**src/rtl/pipe_skid_stage_pkg.sv**
```systemverilog
// Shared definitions for the pipeline skid stage: default payload width
// and the occupancy state encoding used at every pipeline boundary.
package pipe_skid_stage_pkg;

    // wd + wreg + wdata + hi/lo/hilo fields, as packed by the stages
    localparam int PSS_DATA_W = 70;

    // Encoding doubles as the occupancy count
    typedef enum logic [1:0] {
        ST_EMPTY = 2'd0,
        ST_ONE   = 2'd1,
        ST_TWO   = 2'd2
    } pss_state_e;

endpackage

```
**src/rtl/pipe_skid_stage.sv**
```systemverilog
// Two-entry skid buffer between pipeline stages. in_ready and out_valid
// come straight from registered state, so out_ready never reaches in_ready
// combinationally, while one transfer per cycle is still sustained.
module pipe_skid_stage
    import pipe_skid_stage_pkg::*;
#(
    parameter int DATA_W         = PSS_DATA_W,
    parameter bit ZERO_ON_BUBBLE = 1'b1
) (
    input  logic              clk,
    input  logic              rst,
    input  logic              flush,
    input  logic              in_valid,
    output logic              in_ready,
    input  logic [DATA_W-1:0] in_data,
    output logic              out_valid,
    input  logic              out_ready,
    output logic [DATA_W-1:0] out_data,
    output logic [1:0]        occupancy
);

    pss_state_e        state_q;
    logic [DATA_W-1:0] main_q;
    logic [DATA_W-1:0] skid_q;
    logic              xfer_in;
    logic              xfer_out;

    // Handshake flags decoded from the registered state only
    assign in_ready  = (state_q != ST_TWO);
    assign out_valid = (state_q != ST_EMPTY);
    assign occupancy = state_q;
    assign out_data  = main_q;

    assign xfer_in  = in_valid & in_ready;
    assign xfer_out = out_valid & out_ready;

    // Occupancy FSM with main/skid payload registers; flush beats any transfer
    always_ff @(posedge clk or posedge rst) begin
        if (rst) begin
            state_q <= ST_EMPTY;
            main_q  <= '0;
            skid_q  <= '0;
        end else if (flush) begin
            state_q <= ST_EMPTY;
            if (ZERO_ON_BUBBLE) begin
                main_q <= '0;
                skid_q <= '0;
            end
        end else begin
            unique case (state_q)
                ST_EMPTY: begin
                    if (xfer_in) begin
                        main_q  <= in_data;
                        state_q <= ST_ONE;
                    end
                end
                ST_ONE: begin
                    if (xfer_in && xfer_out) begin
                        main_q <= in_data;
                    end else if (xfer_out) begin
                        state_q <= ST_EMPTY;
                        if (ZERO_ON_BUBBLE) main_q <= '0;
                    end else if (xfer_in) begin
                        skid_q  <= in_data;
                        state_q <= ST_TWO;
                    end
                end
                ST_TWO: begin
                    // Full: in_ready is low so in_data is ignored here
                    if (xfer_out) begin
                        main_q  <= skid_q;
                        state_q <= ST_ONE;
                    end
                end
                default: begin
                    state_q <= ST_EMPTY;
                end
            endcase
        end
    end

endmodule
```
**config.mk**
```make
export PLATFORM = sky130hd
export DESIGN_NAME = pipe_skid_stage
export DESIGN_NICKNAME = d
export VERILOG_FILES = /design/src/rtl/pipe_skid_stage_pkg.sv /design/src/rtl/pipe_skid_stage.sv
export SDC_FILE = /design/constraint.sdc
export NUM_CORES = 1
export LEC_CHECK = 0
export ABC_AREA = 1
export ABC_CLOCK_PERIOD_IN_PS = 4300
export CAP_MARGIN = 20
export CELL_PAD_IN_SITES_DETAIL_PLACEMENT = 0
export CELL_PAD_IN_SITES_GLOBAL_PLACEMENT = 1
export CORE_ASPECT_RATIO = 0.7
export CORE_MARGIN = 3
export CORE_UTILIZATION = 33
export CTS_CLUSTER_DIAMETER = 80
export DETAILED_ROUTE_END_ITERATION = 6
export PLACE_DENSITY_LB_ADDON = 0.12
export SLEW_MARGIN = 5
export SYNTH_ARGS = -nofsm -noshare
export SYNTH_HDL_FRONTEND = slang
export SYNTH_SLANG_ARGS = --single-unit
```
**constraint.sdc**
```tcl
create_clock -name clk -period 4.3 [get_ports clk]
set_input_delay 0.43 -clock clk [delete_from_list [all_inputs] [get_ports clk]]
set_output_delay 0.43 -clock clk [all_outputs]
set_load 0.01 [all_outputs]
```
**Yosys cells after proc, flatten, opt, wreduce, memory -nomap -nowiden**

Cells that the tools add are included.

- Reductions and logical operators: 9
- Equality and inequality tests: 10
- Bitwise operators: 2
- Muxes and demuxes: 17

Operators with widths:

| kind | count |
|---|---|
| 70-bit two-way mux | 9 |
| 70-bit case mux with 3 select lines | 1 |
| 2-bit two-way mux | 6 |
| 4-bit AND reduction | 3 |
| 3-bit inequality test, second input constant | 3 |
| 4-bit inequality test, second input constant | 2 |
| 2-bit inequality test, second input constant | 3 |
| 2-bit case mux with 3 select lines | 1 |
| 2-bit nonzero test | 3 |
| 4-bit nonzero test | 1 |
| 1-bit bitwise AND | 2 |
| 2-bit by 1-bit == test with 1-bit output, second input constant | 1 |
| 2-bit == test, second input constant | 1 |
| 2-bit zero test | 1 |
| 1-bit logical AND | 1 |

- Logic and storage cells: 41
- Output and inout bits: 74
- Flip-flop bits (word level): 142
- Bits of input ports: 75

**Logic depth before layout (Yosys ltp)**

Gate-level depths: netlist of the first run.

- Depth after elaboration: 7
- Mapped depth: 11
- Gate-level depth less buffers: 10

**Least setup slack after synthesis of the first run**

OpenSTA, ideal clock, no wires.

- Kind: reg-to-reg
- Start: register state_q[0], in the netlist occupancy[0]
- End: register main_q[0], in the netlist out_data[0]
- Setup time: 65 ps
- Data required time: 4,235 ps
- Clock period less this slack: 1,776 ps
- Path buffers: 1
- Setup slack: 2,524 ps
- Arrival time: 1,711 ps
- Cell stages (with the launch flop): 11
- Cells stage by stage: dfrtp_1 inv_1 ha_1 inv_2 nand2_2 nand2_2 nand2_2 nor3_4 buf_6 nand2_1 nand2_1

- Longest elaborated chain between the ends: 6
- Elaborated cells on any way between the ends: 16
- Those cells by class: eq/ne (6); mux (3); bitwise (2); reduce/logical (5)

Ends and longest elaborated chain:

| what | RTL line | RTL |
|---|---|---|
| start, declared | pipe_skid_stage.sv:22 | `pss_state_e state_q;` |
| start signal, assigned | pipe_skid_stage.sv:40 | `state_q <= ST_EMPTY;` |
| start signal, assigned | pipe_skid_stage.sv:44 | `state_q <= ST_EMPTY;` |
| start signal, assigned | pipe_skid_stage.sv:54 | `state_q <= ST_ONE;` |
| 2-bit nonzero test (*) | pipe_skid_stage.sv:30 | `assign out_valid = (state_q != ST_EMPTY);` |
| via out_valid | pipe_skid_stage.sv:16 | `output logic out_valid,` |
| 1-bit bitwise AND (*) | pipe_skid_stage.sv:35 | `assign xfer_out = out_valid & out_ready;` |
| 1-bit logical AND | pipe_skid_stage.sv:58 | `if (xfer_in && xfer_out) begin` |
| 70-bit two-way mux | pipe_skid_stage.sv:58 |  |
| 70-bit case mux with 3 select lines | pipe_skid_stage.sv:50 | `unique case (state_q)` |
| 70-bit two-way mux | pipe_skid_stage.sv:43 | `end else if (flush) begin` |
| end signal, assigned | pipe_skid_stage.sv:53 | `main_q <= in_data;` |
| end signal, assigned | pipe_skid_stage.sv:59 | `main_q <= in_data;` |
| end signal, assigned | pipe_skid_stage.sv:71 | `main_q <= skid_q;` |
| end, declared | pipe_skid_stage.sv:23 | `logic [DATA_W-1:0] main_q;` |

The timed path passes the listed nets; every way through them passes the cells marked *.
A chain may end at the register's enable or synchronous reset.

**Worst setup path in the final report of the first run**

- Start: register state_q[0], in the netlist occupancy[0]
- End: register main_q[63], in the netlist out_data[63]

- Longest elaborated chain between the ends: 6
- Elaborated cells on any way between the ends: 16
- Those cells by class: eq/ne (6); mux (3); bitwise (2); reduce/logical (5)

Ends and longest elaborated chain:

| what | RTL line |
|---|---|
| 2-bit inequality test / 2-bit nonzero test (equally long branches) | pipe_skid_stage.sv:29, pipe_skid_stage.sv:30 |
| 1-bit bitwise AND (on tied branches) | pipe_skid_stage.sv:34, pipe_skid_stage.sv:35 |
| 1-bit logical AND | pipe_skid_stage.sv:58 |
| 70-bit two-way mux | pipe_skid_stage.sv:58 |
| 70-bit case mux with 3 select lines | pipe_skid_stage.sv:50 |
| 70-bit two-way mux | pipe_skid_stage.sv:43 |

Several ways; a longest one is shown, not always the timed one.

==> qor.csv, run 1 <==
stage;metric;value;unit
floorplan;Initial Util;0.342;
sta;Achievable Freq;0.374;GHz
finish;FILL cells;1929;
grt;vias in the first global route;5637;
sta;Tcrit/Tclk final;0.622;
power;Leak;4.36;nW
critical_path;Crit Path Max Fanout;38;
floorplan;Ports;149;
finish;register area;0.00355;mm²
grt;Remaining Overflow, GRT;0;
placed_design;placed cell area;0.00827;mm²
finish;share of layout cells above drive strength 1;0.0553;
floorplan;Die Y-Extent;124;µm
synthesis;Unique masters post-synth;16;
drt;TritonRoute pass-1 iters;4;
critical_path;Cell Chain, Critical Path;inv_1 -> ha_1 -> inv_1 -> nand2_1 -> nand3_1 -> nand2_1 -> inv_1 -> nand2_2 -> buf_4 -> nand2_1 -> nand2_1;
clock_tree;Clock Latency Late Sink;420;ps
drt;DRC;0;
floorplan;row count;42;
sta;TNS Setup;0;ps
finish;NumNets Final;1078;
clock_tree;Root Buffer Master;clkbuf_16;
run;max-cap check violation count;0;
critical_path;Slowest cell on crit path;nand2_2;
sta;Max Slew Vio Count;0;
sta;final setup fails;0;
drt;vias per cell;4.51;
finish;area delta synth->final;34.8;%
clock_tree;clk buf depth;2;
floorplan;DIE WIDTH;175;µm
synthesis;Syn Area/Cell;7.60;µm²
power;PwrDens;665;mW/mm²
clock_tree;CTS tree;done;
critical_path;most frequent CP cell;nand2_1;
sta;worst slew pin tran;981;ps
critical_path;kind of critical path;reg2reg;
finish;commonest cells after routing, fill and taps aside;nand2_1 (433), clkdlybuf4s50_1 (148), dfrtp_1 (142);
grt;largest net degree at the start of global routing;106;
critical_path;Critical Path Max Stage Delay;570;ps
placed_design;I/O Buffers;148;
grt;initial antenna violation count;1;
floorplan;DIE AREA;0.0218;mm²
critical_path;CP arrival;3040;ps
grt;first-pass GRT wire length;31300;µm
synthesis;sequential area share after synthesis;0.538;
finish;commonest non-fill, non-tap cell in the layout;nand2_1;
placed_design;Final HPWL DP;11600;µm
clock_tree;CTS Sinks;142;
critical_path;data required time of the worst path;4660;ps
drt;WL final;19000;µm
finish;fin util;0.461;
clock_tree;clk slew on worst S/H paths;60;ps
synthesis;Yosys warning total;0;
sta;clock skew;7.46;ps
sta;relative slew slack;0.344;
clock_tree;# Post-CTS Setup Buffers;0;
worst_hold_path;Hold Path Class;reg2reg;
drt;Final ANT Viol Nets;0;
synthesis;Post-Syn Area;0.00660;mm²
drt;routed length per placed instance;14.9;µm
drt;DR iter-0 viols;461;
critical_path;Setup crit end kind;flop;
grt;Total GRT Usage;0.179;
floorplan;Core Footprint;0.0193;mm²
critical_path;Critical path buffers and inverters;4;
critical_path;crit-path leading delay family;simple AND/OR/NAND/NOR gates;
sta;Final min period;2680;ps
clock_tree;PostCTS Resize Cnt;0;
placed_design;GPL Wtd Cong;0.772;
status;status;finished, final reports clean;
drt;total vias in the final route;5763;
synthesis;Mapped Cells;869;
clock_tree;TritonCTS Buffers;17;
power;VDD IR max;0.318;mV
clock_tree;hold_buf cts;0;
critical_path;crit path launch type;flop;
synthesis;syn nets;948;
synthesis;Yosys reg bits;142;
finish;fin area;0.00890;mm²
sta;RSZ-0062 raised after global routing;false;
finish;multi-input logic area;0.00251;mm²
clock_tree;H-tree Lvls;4;
sta;final hold vios;0;
through the flow:
stage	instances	power (mW)	hold WS [ps]	setup WS, ps
after floorplan	869	3.30	512	60.4
after global placement	1244	4.43	464	1510
after detailed placement	1244	4.41	464	1580
after CTS	1276	6.01	482	1580
after global routing	1277	6.36	501	1330
final	1277	5.92	477	1620
worst min-delay path, delay by kind of cell, from the launching register on:
family | cells | cell delay, ps
DFF | 1 | 340
and+or+nand+nor | 2 | 100
layout make-up:
cell class,count,area share
flip-flops and latches,142,0.399
multi-input cells,597,0.282
diodes,1,0.000281
inverters,80,0.0343
clock buffers,18,0.0482
well taps,264,0.0371
clock inverters,14,0.0218
repair buffers,161,0.177
power by group:
part / switching [mW] / internal [mW] / total [mW]
clock: 0.602 / 0.971 / 1.57
combinational: 1.40 / 0.972 / 2.37
sequential: 0.242 / 1.74 / 1.98
total: 2.24 / 3.68 / 5.92
cells by family (layout without fill, tap and decap cells):
| kind of cell | after synthesis | in the layout | synth area share |
|---|---|---|---|
| buffers and inverters | 130 | 273 | 0.0860 |
| and+or+nand+nor | 521 | 521 | 0.314 |
| adders and majority gates | 4 | 4 | 0.00758 |
| AOI/OAI and AO/OA | 72 | 72 | 0.0546 |
| DFF | 142 | 142 | 0.538 |
| other | 0 | 1 | 0 |
flip-flops by register name, summed over array words and instances (netlist names):
| register | flops |
|---|---|
| skid_q | 70 |
| occupancy | 2 |
| out_data | 70 |
cells in the mapped netlist:
| cell | n | area share |
|---|---|---|
| nand2_2 | 3 | 0.0028 |
| nand3_1 | 76 | 0.058 |
| nor3_4 | 1 | 0.0025 |
| nand2_1 | 435 | 0.25 |
| dfrtp_1 | 142 | 0.54 |
| buf_2 | 22 | 0.017 |
| o21ai_0 | 70 | 0.053 |
| a21oi_1 | 1 | 0.00076 |
| o21ai_1 | 1 | 0.00076 |
| ha_1 | 4 | 0.0076 |
| buf_6 | 7 | 0.012 |
| nor2_1 | 5 | 0.0028 |
| inv_1 | 78 | 0.044 |
| clkbuf_1 | 21 | 0.012 |
| nor3_1 | 1 | 0.00076 |
| inv_2 | 2 | 0.0011 |
path summary, 6_finish.rpt:
check | from | end | slack (ps) | cells after the start
hold reg to reg | out_data[1] | out_data[1] | 480 | 2
max in group asynchronous | rst | skid_q[52] | 2880 | 3
min in group asynchronous | rst | skid_q[33] | 590 | 2
setup reg to reg | occupancy[0] | out_data[63] | 1620 | 11
setup / recovery | occupancy[0] | out_data[63] | 1620 | 11
hold / removal | out_data[1] | out_data[1] | 480 | 2
metal layers:
metal / wire length, µm / vias up / share of wire / GRT usage
met4: 247 / 0 / 0.013 / 0.0511
met1: 9480 / 2682 / 0.50 / 0.260
li1: - / 2932 / - / -
met2: 8240 / 134 / 0.43 / 0.262
met5: 0 / - / 0 / 0
met3: 1050 / 15 / 0.055 / 0.0484
No activity file was read; power rests on OpenSTA's default activity.
==> inputs of run 2 (changes only) <==
ABC_CLOCK_PERIOD_IN_PS = 2600   (was 4300)
CORE_UTILIZATION = 36   (was 33)
clock period = 2.6 ns   (was 4.3 ns; I/O delays follow)
==> qor.csv, run 2 (synthesized netlist as in run 1, its figures left out) <==
stage;metric;value;unit;change
clock_tree;CTS Sinks;142;;unchanged
clock_tree;Clock Latency Late Sink;410;ps;was 420 ps
floorplan;Initial Util;0.376;;was 0.342
grt;vias in the first global route;5750;;was 5637
grt;initial antenna violation count;2;;was 1
clock_tree;Root Buffer Master;clkbuf_16;;unchanged
floorplan;row count;40;;was 42
critical_path;Setup crit end kind;output pin;;was flop
clock_tree;hold_buf cts;0;;unchanged
worst_hold_path;Hold Path Class;in2async;;was reg2reg
sta;Tcrit/Tclk final;0.821;;
clock_tree;# Post-CTS Setup Buffers;0;;unchanged
drt;DRC;0;;unchanged
clock_tree;CTS tree;done;;unchanged
finish;area delta synth->final;35.9;%;was 34.8%
floorplan;Die Y-Extent;119;µm;was 124 µm
critical_path;most frequent CP cell;inv_1;;was nand2_1
critical_path;Critical path buffers and inverters;3;;was 4
sta;relative slew slack;0.626;;was 0.344
drt;Final ANT Viol Nets;0;;unchanged
drt;WL final;18400;µm;was 19000 µm
floorplan;Core Footprint;0.0176;mm²;was 0.0193 mm²
sta;TNS Setup;0;ps;unchanged
finish;commonest non-fill, non-tap cell in the layout;nand2_1;;unchanged
sta;clock skew;7.32;ps;was 7.46 ps
sta;Final min period;2130;ps;
clock_tree;TritonCTS Buffers;17;;unchanged
sta;final hold vios;0;;unchanged
grt;Remaining Overflow, GRT;0;;unchanged
drt;total vias in the final route;5752;;was 5763
grt;largest net degree at the start of global routing;99;;was 106
clock_tree;H-tree Lvls;4;;unchanged
finish;# diodes;0;;was 1
floorplan;Ports;149;;unchanged
finish;FILL cells;1691;;was 1929
finish;Final Non-Filler Cells;1243;;was 1277
clock_tree;clk buf depth;2;;unchanged
critical_path;Critical Path Max Stage Delay;540;ps;was 570 ps
sta;Max Slew Vio Count;0;;unchanged
critical_path;Crit Path Max Fanout;6;;was 38
placed_design;GPL Wtd Cong;0.761;;was 0.772
power;PwrDens;1100;mW/mm²;was 665 mW/mm²
critical_path;Worst Setup SP;occupancy[0];;unchanged
critical_path;Slowest cell on crit path;clkdlybuf4s50_1;;was nand2_2
critical_path;CP arrival;1870;ps;was 3040 ps
sta;RSZ-0062 raised after global routing;false;;unchanged
grt;Total GRT Usage;0.190;;was 0.179
run;max-cap check violation count;0;;unchanged
drt;TritonRoute pass-1 iters;4;;unchanged
power;VDD IR max;0.624;mV;was 0.318 mV
critical_path;data required time of the worst path;2340;ps;was 4660 ps
clock_tree;clk slew on worst S/H paths;60;ps;about the same
critical_path;crit-path leading delay family;buffers and inverters;;was simple AND/OR/NAND/NOR gates
sta;final setup fails;0;;unchanged
critical_path;RR Startpoint;occupancy[0];;unchanged
placed_design;post-placement cell count;1211;;was 1244
placed_design;Final HPWL DP;11000;µm;was 11600 µm
placed_design;I/O Buffers;148;;unchanged
power;Leak;4.40;nW;was 4.36 nW
sta;worst slew pin tran;562;ps;was 981 ps
critical_path;kind of critical path;reg2out;;was reg2reg
finish;share of layout cells above drive strength 1;0.0534;;was 0.0553
drt;DR iter-0 viols;361;;was 461
finish;NumNets Final;1078;;unchanged
drt;vias per cell;4.63;;was 4.51
clock_tree;PostCTS Resize Cnt;0;;unchanged
finish;commonest cells after routing, fill and taps aside;nand2_1 (433), clkdlybuf4s50_1 (148), dfrtp_1 (142);;unchanged
drt;routed length per placed instance;14.8;µm;was 14.9 µm
grt;first-pass GRT wire length;30400;µm;was 31300 µm
critical_path;crit path launch type;flop;;unchanged
floorplan;DIE WIDTH;168;µm;was 175 µm
status;status;finished, final reports clean;;unchanged
sta;Achievable Freq;0.469;GHz;
critical_path;Cell Chain, Critical Path;inv_1 -> ha_1 -> inv_1 -> clkdlybuf4s50_1;;was inv_1 -> ha_1 -> inv_1 -> nand2_1 -> nand3_1 -> nand2_1 -> inv_1 -> nand2_2 -> buf_4 -> nand2_1 -> nand2_1
power;total power;9.91;mW;was 5.92 mW
sta;Final WS setup;466;ps;was 1620 ps
floorplan;DIE AREA;0.0200;mm²;was 0.0218 mm²
placed_design;Setup Slack @ Placement;513;ps;was 1580 ps
run 2: report_power, final:
| part | total [mW] | leakage, nW | internal (mW) | switching [mW] |
|---|---|---|---|---|
| sequential | 3.28 | 1.94 | 2.88 | 0.404 |
| clock | 2.57 | 0.301 | 1.63 | 0.940 |
| combinational | 4.06 | 2.16 | 1.74 | 2.32 |
| total | 9.91 | 4.40 | 6.25 | 3.66 |
run 2: routing by layer:
metal	up-vias	global-route usage	wire length, µm
met5	-	0	34
met4	4	0.0450	86
met3	11	0.0594	1100
met2	137	0.297	8130
met1	2677	0.259	9070
li1	2923	-	-
run 2: worst register-to-register path, delay by kind of cell (launching register included):
| family | cells | cell delay (ps) |
|---|---|---|
| and+or+nand+nor | 6 | 740 |
| adders and majority gates | 1 | 260 |
| DFF | 1 | 420 |
| buffers and inverters | 3 | 620 |
run 2: area by class of cell:
class	instances	area, µm²	area share
Inverter	80	304	0.0339
Clock inverter	11	165	0.0184
Timing Repair Buffer	161	1700	0.190
Multi-Input combinational cell	597	2510	0.279
Sequential cell	142	3550	0.396
Clock buffer	21	450	0.0502
Tap cell	231	289	0.0322
run 2: final timing paths:
kind | end | slack, ps | depth (start not counted)
setup / recovery | in_ready | 470 | 4
hold / removal | out_data[1] | 120 | 2
setup reg to reg | out_data[69] | 510 | 10
hold reg to reg | out_data[19] | 470 | 2
max in group asynchronous | out_data[47] | 1720 | 3
min in group clk | skid_q[52] | 450 | 3
run 2: per-stage QoR:
| step | hold slack, ps | area, µm² | utilization |
|---|---|---|---|
| 6_report | 117 | 8970 | 0.511 |
| 4_1_cts | 99.9 | 8970 | 0.511 |
| 3_3_place_gp | 463 | 8360 | 0.476 |
| 3_5_place_dp | 465 | 8360 | 0.476 |
| 2_1_floorplan | 410 | 6610 | - |
| 5_1_grt | 113 | 8970 | 0.511 |
